[config.mk]
export PLATFORM = sky130hd
export DESIGN_NAME = dmem_dump_engine
export DESIGN_NICKNAME = d
export VERILOG_FILES = /design/src/rtl/dmem_dump_pkg.sv /design/src/rtl/dmem_dump_csum.sv /design/src/rtl/dmem_dump_engine.sv
export SDC_FILE = /design/constraint.sdc
export NUM_CORES = 1
export LEC_CHECK = 0
export BUFFER_PORTS_ARGS = -buffer_cell sky130_fd_sc_hd__buf_2
export CELL_PAD_IN_SITES_DETAIL_PLACEMENT = 1
export CELL_PAD_IN_SITES_GLOBAL_PLACEMENT = 2
export CORE_MARGIN = 2
export CORE_UTILIZATION = 33
export CTS_CLUSTER_SIZE = 20
export DETAILED_ROUTE_END_ITERATION = 12
export PLACE_DENSITY_LB_ADDON = 0.2
export SYNTH_ARGS = -nofsm -noshare
export SYNTH_HDL_FRONTEND = slang
export SYNTH_SLANG_ARGS = --single-unit
[constraint.sdc]
create_clock -name clock -period 10.1 [get_ports clock]
set_input_delay 1.515 -clock clock [delete_from_list [all_inputs] [get_ports clock]]
set_output_delay 1.515 -clock clock [all_outputs]
set_load 0.03 [all_outputs]
[src/rtl/dmem_dump_pkg.sv]
// Shared definitions for the DMEM dump engine: FSM state encoding and word size.
// The optional checksum is enabled with the DMEM_DUMP_CHECKSUM_EN macro.
package dmem_dump_pkg;

    typedef enum logic [1:0] {
        IDLE  = 2'd0,
        FETCH = 2'd1,
        HOLD  = 2'd2,
        DONE  = 2'd3
    } dump_state_e;

    localparam logic [31:0] WORD_BYTES = 32'd4;

endpackage

[src/rtl/dmem_dump_csum.sv]
// Modulo-2^32 running sum of every word accepted on the output stream.
// Only instantiated when DMEM_DUMP_CHECKSUM_EN is defined.
module dmem_dump_csum (
    input  logic        clock,
    input  logic        reset,
    input  logic        clear,
    input  logic        add_en,
    input  logic [0:31] data,
    output logic [0:31] sum
);

    always_ff @(posedge clock or posedge reset) begin
        if (reset) begin
            sum <= '0;
        end else if (clear) begin
            sum <= '0;
        end else if (add_en) begin
            sum <= sum + data;
        end
    end

endmodule

[src/rtl/dmem_dump_engine.sv]
// Streams word_count consecutive DMEM words out over a valid/ready interface.
// Optional out_checksum port is added when DMEM_DUMP_CHECKSUM_EN is defined.
module dmem_dump_engine
    import dmem_dump_pkg::*;
#(
    parameter int COUNT_W   = 16,
    parameter int MAX_STALL = 0
) (
    input  logic               clock,
    input  logic               reset,
    input  logic               start,
    input  logic [0:31]        base_addr,
    input  logic [COUNT_W-1:0] word_count,
    output logic               busy,
    output logic               done,
    output logic [0:31]        addr_to_mem,
    output logic               write_enable_to_mem,
    output logic               byte_to_mem,
    output logic               half_word_to_mem,
    output logic               sign_extend_to_mem,
    input  logic [0:31]        data_from_mem,
    output logic               out_valid,
    input  logic               out_ready,
    output logic [0:31]        out_data,
    output logic [0:31]        out_addr,
    output logic               out_last,
    output logic               stall_err,
`ifdef DMEM_DUMP_CHECKSUM_EN
    output logic [0:31]        out_checksum,
`endif
    output dump_state_e        state_dbg
);

    // Stream handshake: a beat transfers on a rising edge where out_valid and
    // out_ready are both high; while out_valid waits, out_data/out_addr/out_last
    // stay frozen.
    dump_state_e        state, state_next;
    logic [0:31]        cur_addr;
    logic [COUNT_W-1:0] remaining;
    logic [15:0]        stall_cnt;
    logic               transfer;
    logic               stall_cycle;
    logic               start_accept;
    logic               unused_addr_bits;

    assign transfer         = out_valid & out_ready;
    assign stall_cycle      = out_valid & ~out_ready;
    assign start_accept     = (state == IDLE) & start;
    assign unused_addr_bits = ^base_addr[30:31];

    assign addr_to_mem         = cur_addr;
    assign write_enable_to_mem = 1'b0;
    assign byte_to_mem         = 1'b0;
    assign half_word_to_mem    = 1'b0;
    assign sign_extend_to_mem  = 1'b0;
    assign state_dbg           = state;

    always_ff @(posedge clock or posedge reset) begin
        if (reset) begin
            state <= IDLE;
        end else begin
            state <= state_next;
        end
    end

    always_comb begin
        state_next = state;
        case (state)
            IDLE:    if (start) state_next = (word_count == '0) ? DONE : FETCH;
            FETCH:   state_next = HOLD;
            HOLD:    if (out_ready) state_next = (remaining == COUNT_W'(1)) ? DONE : FETCH;
            DONE:    state_next = IDLE;
            default: state_next = IDLE;
        endcase
    end

    always_comb begin
        busy      = (state == FETCH) || (state == HOLD);
        done      = (state == DONE);
        out_valid = (state == HOLD);
        out_last  = (state == HOLD) && (remaining == COUNT_W'(1));
    end

    // Address/count datapath; the byte offset of base_addr is discarded.
    always_ff @(posedge clock or posedge reset) begin
        if (reset) begin
            cur_addr  <= '0;
            remaining <= '0;
            out_data  <= '0;
            out_addr  <= '0;
        end else begin
            case (state)
                IDLE: begin
                    if (start && word_count != '0) begin
                        cur_addr  <= {base_addr[0:29], 2'b00};
                        remaining <= word_count;
                    end
                end
                FETCH: begin
                    out_data <= data_from_mem;
                    out_addr <= cur_addr;
                end
                HOLD: begin
                    if (out_ready) begin
                        remaining <= remaining - COUNT_W'(1);
                        if (remaining != COUNT_W'(1)) cur_addr <= cur_addr + WORD_BYTES;
                    end
                end
                default: ;
            endcase
        end
    end

    // Saturating stall counter; stall_err is sticky until reset.
    always_ff @(posedge clock or posedge reset) begin
        if (reset) begin
            stall_cnt <= '0;
            stall_err <= 1'b0;
        end else begin
            if (transfer) begin
                stall_cnt <= '0;
            end else if (stall_cycle && stall_cnt != 16'hFFFF) begin
                stall_cnt <= stall_cnt + 16'd1;
            end
            if (MAX_STALL != 0 && stall_cycle && (32'(stall_cnt) + 32'd1 >= 32'(MAX_STALL))) begin
                stall_err <= 1'b1;
            end
        end
    end

`ifdef DMEM_DUMP_CHECKSUM_EN
    dmem_dump_csum u_csum (
        .clock  (clock),
        .reset  (reset),
        .clear  (start_accept),
        .add_en (transfer),
        .data   (out_data),
        .sum    (out_checksum)
    );
`else
    logic unused_start_accept;
    assign unused_start_accept = start_accept;
`endif

endmodule

# Word-level counts from Yosys, hierarchy flattened
# Cells that the tools add are included.
classes:
  bitwise_logic: 0
  n_eq_ne: 9
  shifts: 0
  mux: 12
  magnitude_cmp: 0
  div: 0
  addsub: 2
  n_mul: 0
  n_reduce_logical: 10
ops:
  columns: ["op", "n"]
  rows:
  - ["32-bit 2-to-1 mux", 3]
  - ["32-bit case mux with 2 select lines", 1]
  - ["32-bit by 3-bit adder with 32-bit output (second input constant)", 1]
  - ["16-bit 2-to-1 mux", 2]
  - ["16-bit case mux with 2 select lines", 1]
  - ["16-bit by 1-bit equality test with 1-bit output (second input constant)", 1]
  - ["16-bit logical NOT", 1]
  - ["16-bit by 1-bit != test with 1-bit output (second input constant)", 1]
  - ["16-bit nonzero test", 1]
  - ["16-bit by 1-bit subtractor with 16-bit output (second input constant)", 1]
  - ["2-bit 2-to-1 mux", 4]
  - ["2-bit case mux with 4 select lines", 1]
  - ["2-bit by 1-bit != test with 1-bit output (second input constant)", 3]
  - ["2-bit equality test (second input constant)", 2]
  - ["4-bit AND reduction", 1]
  - ["3-bit AND reduction", 1]
  - ["2-bit by 1-bit equality test with 1-bit output (second input constant)", 1]
  - ["1-bit logical AND", 2]
  - ["2-bit logical NOT", 1]
  - ["2-bit != test (second input constant)", 1]
  - ["2-bit AND reduction", 1]
  - ["2-bit nonzero test", 1]
  - ["1-bit logical OR", 1]
word_totals:
  mem_bits_ro: 0
  ramBits: 0
  latch_bits: 0
  elab_cells: 38
  ff_bits: 114
  out_inout_bits: 107
  input_bits: 84
  memories: 0

# Depth between registers and ports, before layout
logic_depth:
  depth_word: 4
  depth_mapped: 9
  depth_no_buf: 7

# Worst setup path before layout
# No wires, ideal clock.
synth_path:
  path_kind: "reg-to-output"
  start: "register state[0], in the netlist state_dbg[0]"
  end: "output port out_last"
  t_arrival_ns: 1.742
  required_ns: 8.585
  stages_incl_launch_ff: 6
  path_buffers: 0
  setup_slack_ns: 6.843
  path_cell_list: "dfrtp_1 -> inv_1 -> ha_1 -> nor4bb_1 -> nand4_1 -> inv_1"
synth_between:
  elab_chain_len: 2
synth_lines:
  columns: ["item", "line", "text"]
  rows:
  - ["from (decl)", "dmem_dump_engine.sv:37", "dump_state_e state, state_next;"]
  - ["from (signal assigned)", "dmem_dump_engine.sv:62", "state <= state_next;"]
  - ["2-bit equality test", null, null]
  - ["net out_valid", "dmem_dump_engine.sv:22", "output logic out_valid,"]
  - ["1-bit logical AND", "dmem_dump_engine.sv:81", "out_last = (state == HOLD) && (remaining == COUNT_W'(1));"]
  - ["to (decl)", "dmem_dump_engine.sv:26", "output logic out_last,"]
# The timed path passes the listed nets, and every way through them passes these cells.

# Final worst setup path
layout_path:
  start: "register state[0], in the netlist state_dbg[0]"
  end: "output port out_last"
layout_between:
  elab_chain_len: 2
layout_lines:
  columns: ["item", "line"]
  rows:
  - ["2-bit equality test", "dmem_dump_engine.sv:81"]
  - ["1-bit logical AND", "dmem_dump_engine.sv:81"]
# No other way between the ends.

==> qor.csv <==
metric,value,unit
clk_lat worst skew,350,ps
largest net degree at the start of global routing,86,
WHS Endpoint,out_data[14],
core area,16500,um^2
Max Slew Vio Count,0,
Post-synth ARST share,1.00,
Worst setup EP type,output port,
htree depth,3,
Worst Path Required,8590,ps
Layout fillers,1908,
setup bufs post-CTS,0,
total of max-cap violations,0,
I/O pin cnt,191,
vias in the first global route,4878,
Reg-to-Reg End,addr_to_mem[25],
layout cells sized above 1,0.410,
Least-Margin Pin Slew,1050,ps
final non-filler cell total,904,
Post-synth EDFFs,0,
reg2reg path depth,7,
maximum clock insertion buffer count,2,
LEAKAGE,2.99,nW
switching share of power,0.485,
min-delay src,out_data[14],
Rows,47,
final hold violation count,0,
I/O Buffers,179,
Min Hold Slack,505,ps
clk_skew,8.97,ps
hold depth,1,
peak supply drop,0.000172,V
root buffer cell,clkbuf_16,
GR Overflow Total,0,
post-CTS sizing,0,
via/cell ratio,5.23,
setup TNS,0,ps
gp weighted congestion,0.780,
hold-fix buffers at CTS,0,
Main synth FF type,dfrtp_1,
Sequential Power Share,0.317,
Startpoint Class,flip-flop,
Final HPWL DP,11500,um
Post-DRT Antenna Nets,0,
RSZ-0062 raised after global routing,no,
total power,2.76,mW
area delta synth->final,24.1,%
power share of the clock group,0.134,
GRT Util Overall,0.189,
Crit Path Category,flip-flop to output port,
outcome,finished clean,
Hold Path Class,flip-flop to flip-flop,
DRC Markers,0,
Multi-input gate area,2520,um^2
"Reg clk slew, reported paths",70,ps
clk sinks,110,
R2R Path Start,state_dbg[0],
Slew HR,0.298,
DIE AREA,17800,um^2
Pint,1.42,mW
DR iter-0 viols,174,
logic gate share of total power,0.548,
TritonCTS buffer count,9,
cell area power density,403,nW/um^2
most frequent cells in the layout,"buf_2 (179), dfrtp_1 (110), mux2_2 (62), a21oi_1 (38), o22ai_1 (29)",
minimum clock period,4310,ps
Max Freq,0.232,GHz
setup violators final,0,
yosys warns,1,
"commonest non-fill, non-tap cell in the layout",buf_2,
sequential-to-total area share from yosys stat,0.499,
cell area after synthesis,5520,um^2
Syn Inst Count,520,
chip height,133,um
vias after detailed routing,4729,
Syn Area/Cell,10.6,um^2
first-pass GRT wire length,26600,um
cell area after layout,6840,um^2
Routed wire per std cell,18.3,um
critical-path maximum fanout,85,
arrival time worst endpoint,2800,ps
Initial Util,0.335,
Yosys reg bits,110,
initial antenna violation count,1,
nets,771,
drt total wl,16500,um
register area,2750,um^2
dpl cells,888,
router iterations before antenna repair,6,
Worst R2R Setup Slack,6510,ps
P_sw,1.34,mW
CTS tree,done,
die width,133,um
Placed Area,6540,um^2
count of cell types in the netlist,52,
fin crit share,0.427,
state kept, by name (all words and copies together) (netlist names):
signal and count:
out_addr 30, remaining 16, state_dbg 2, out_data 32, addr_to_mem 30
synthesized netlist by cell type (3+ instances only):
library cell	n	share of area
and4_1	3	0.0048
nor2_1	28	0.019
a21o_1	4	0.0054
nor4_1	8	0.0091
inv_1	12	0.0082
o32ai_1	3	0.0048
o22a_1	6	0.0095
nand4_1	15	0.017
mux2_2	62	0.13
and2_1	5	0.0057
o22ai_1	29	0.033
o21ai_0	25	0.023
and3_1	8	0.0091
ha_1	8	0.018
or2_2	5	0.0057
buf_4	10	0.014
dfrtp_1	110	0.50
nand2_1	28	0.019
clkbuf_1	23	0.016
a21oi_1	38	0.034
buf_2	9	0.0082
nand3_1	12	0.011
nor3_2	3	0.0054
a31oi_1	6	0.0068
nor2b_1	3	0.0034
o21a_1	4	0.0054
nor3_1	10	0.0091
a2bb2oi_1	11	0.017
per-stage QoR:
stage | utilization | setup WS [ps]
after CTS | 0.415 | 5770
final | 0.416 | 5790
after global placement | 0.397 | 6230
after global routing | 0.416 | 5610
after floorplan | - | 5680
after detailed placement | 0.397 | 6160
cell families (layout without fill, tap and decap cells):
| family | after synthesis | in the layout | share of synthesized area |
|---|---|---|---|
| AOI/OAI and AO/OA | 143 | 143 | 0.169 |
| other | 1 | 10 | 0.000680 |
| and+or+nand+nor | 137 | 137 | 0.133 |
| muxes | 64 | 64 | 0.130 |
| DFF | 110 | 110 | 0.499 |
| adders and majority gates | 8 | 8 | 0.0181 |
| buffers and inverters | 57 | 212 | 0.0504 |
critical path: stages (launching register included):
cell      delay (ps)
dfrtp_1          440
inv_1            140
ha_2             170
buf_4            690
nor4bb_1         400
nand4_1          210
inv_1            140
buf_2            210
how the worst max path moves through the flow:
stage            startpoint  cells after the start             end
2_1_floorplan         reset                      1  addr_to_mem[0]
3_3_place_gp   state_dbg[0]                      7        out_last
3_5_place_dp   state_dbg[0]                      7        out_last
4_1_cts        state_dbg[0]                      7        out_last
5_1_grt        state_dbg[0]                      7        out_last
6_report       state_dbg[0]                      7        out_last
power groups by stage:
stage          clock network [mW]  registers (mW)  logic [mW]
2_1_floorplan                   0            1.21       0.783
6_report                    0.371           0.875        1.51
5_1_grt                     0.408           0.921        1.64
4_1_cts                     0.387           0.879        1.54
3_3_place_gp                    0           0.866        1.49
3_5_place_dp                    0           0.886        1.54
cell type report:
class,instances,share of cell area
sequential,110,0.402
multi-input combinational,361,0.368
timing repair buffer,185,0.138
tap,220,0.0402
clock buffer,10,0.0349
clock inverter,5,0.00951
inverter,12,0.00695
antenna,1,0.000366
per-layer routing:
metal,share of wire,wire (um),GRT usage,vias up
li1,-,-,-,2230
met1,0.45,7420,0.247,2396
met2,0.51,8370,0.320,99
met3,0.037,617,0.0392,4
met4,0.0058,95,0.0455,0
met5,0,0,0,-
No activity file was read; power rests on OpenSTA's default activity.
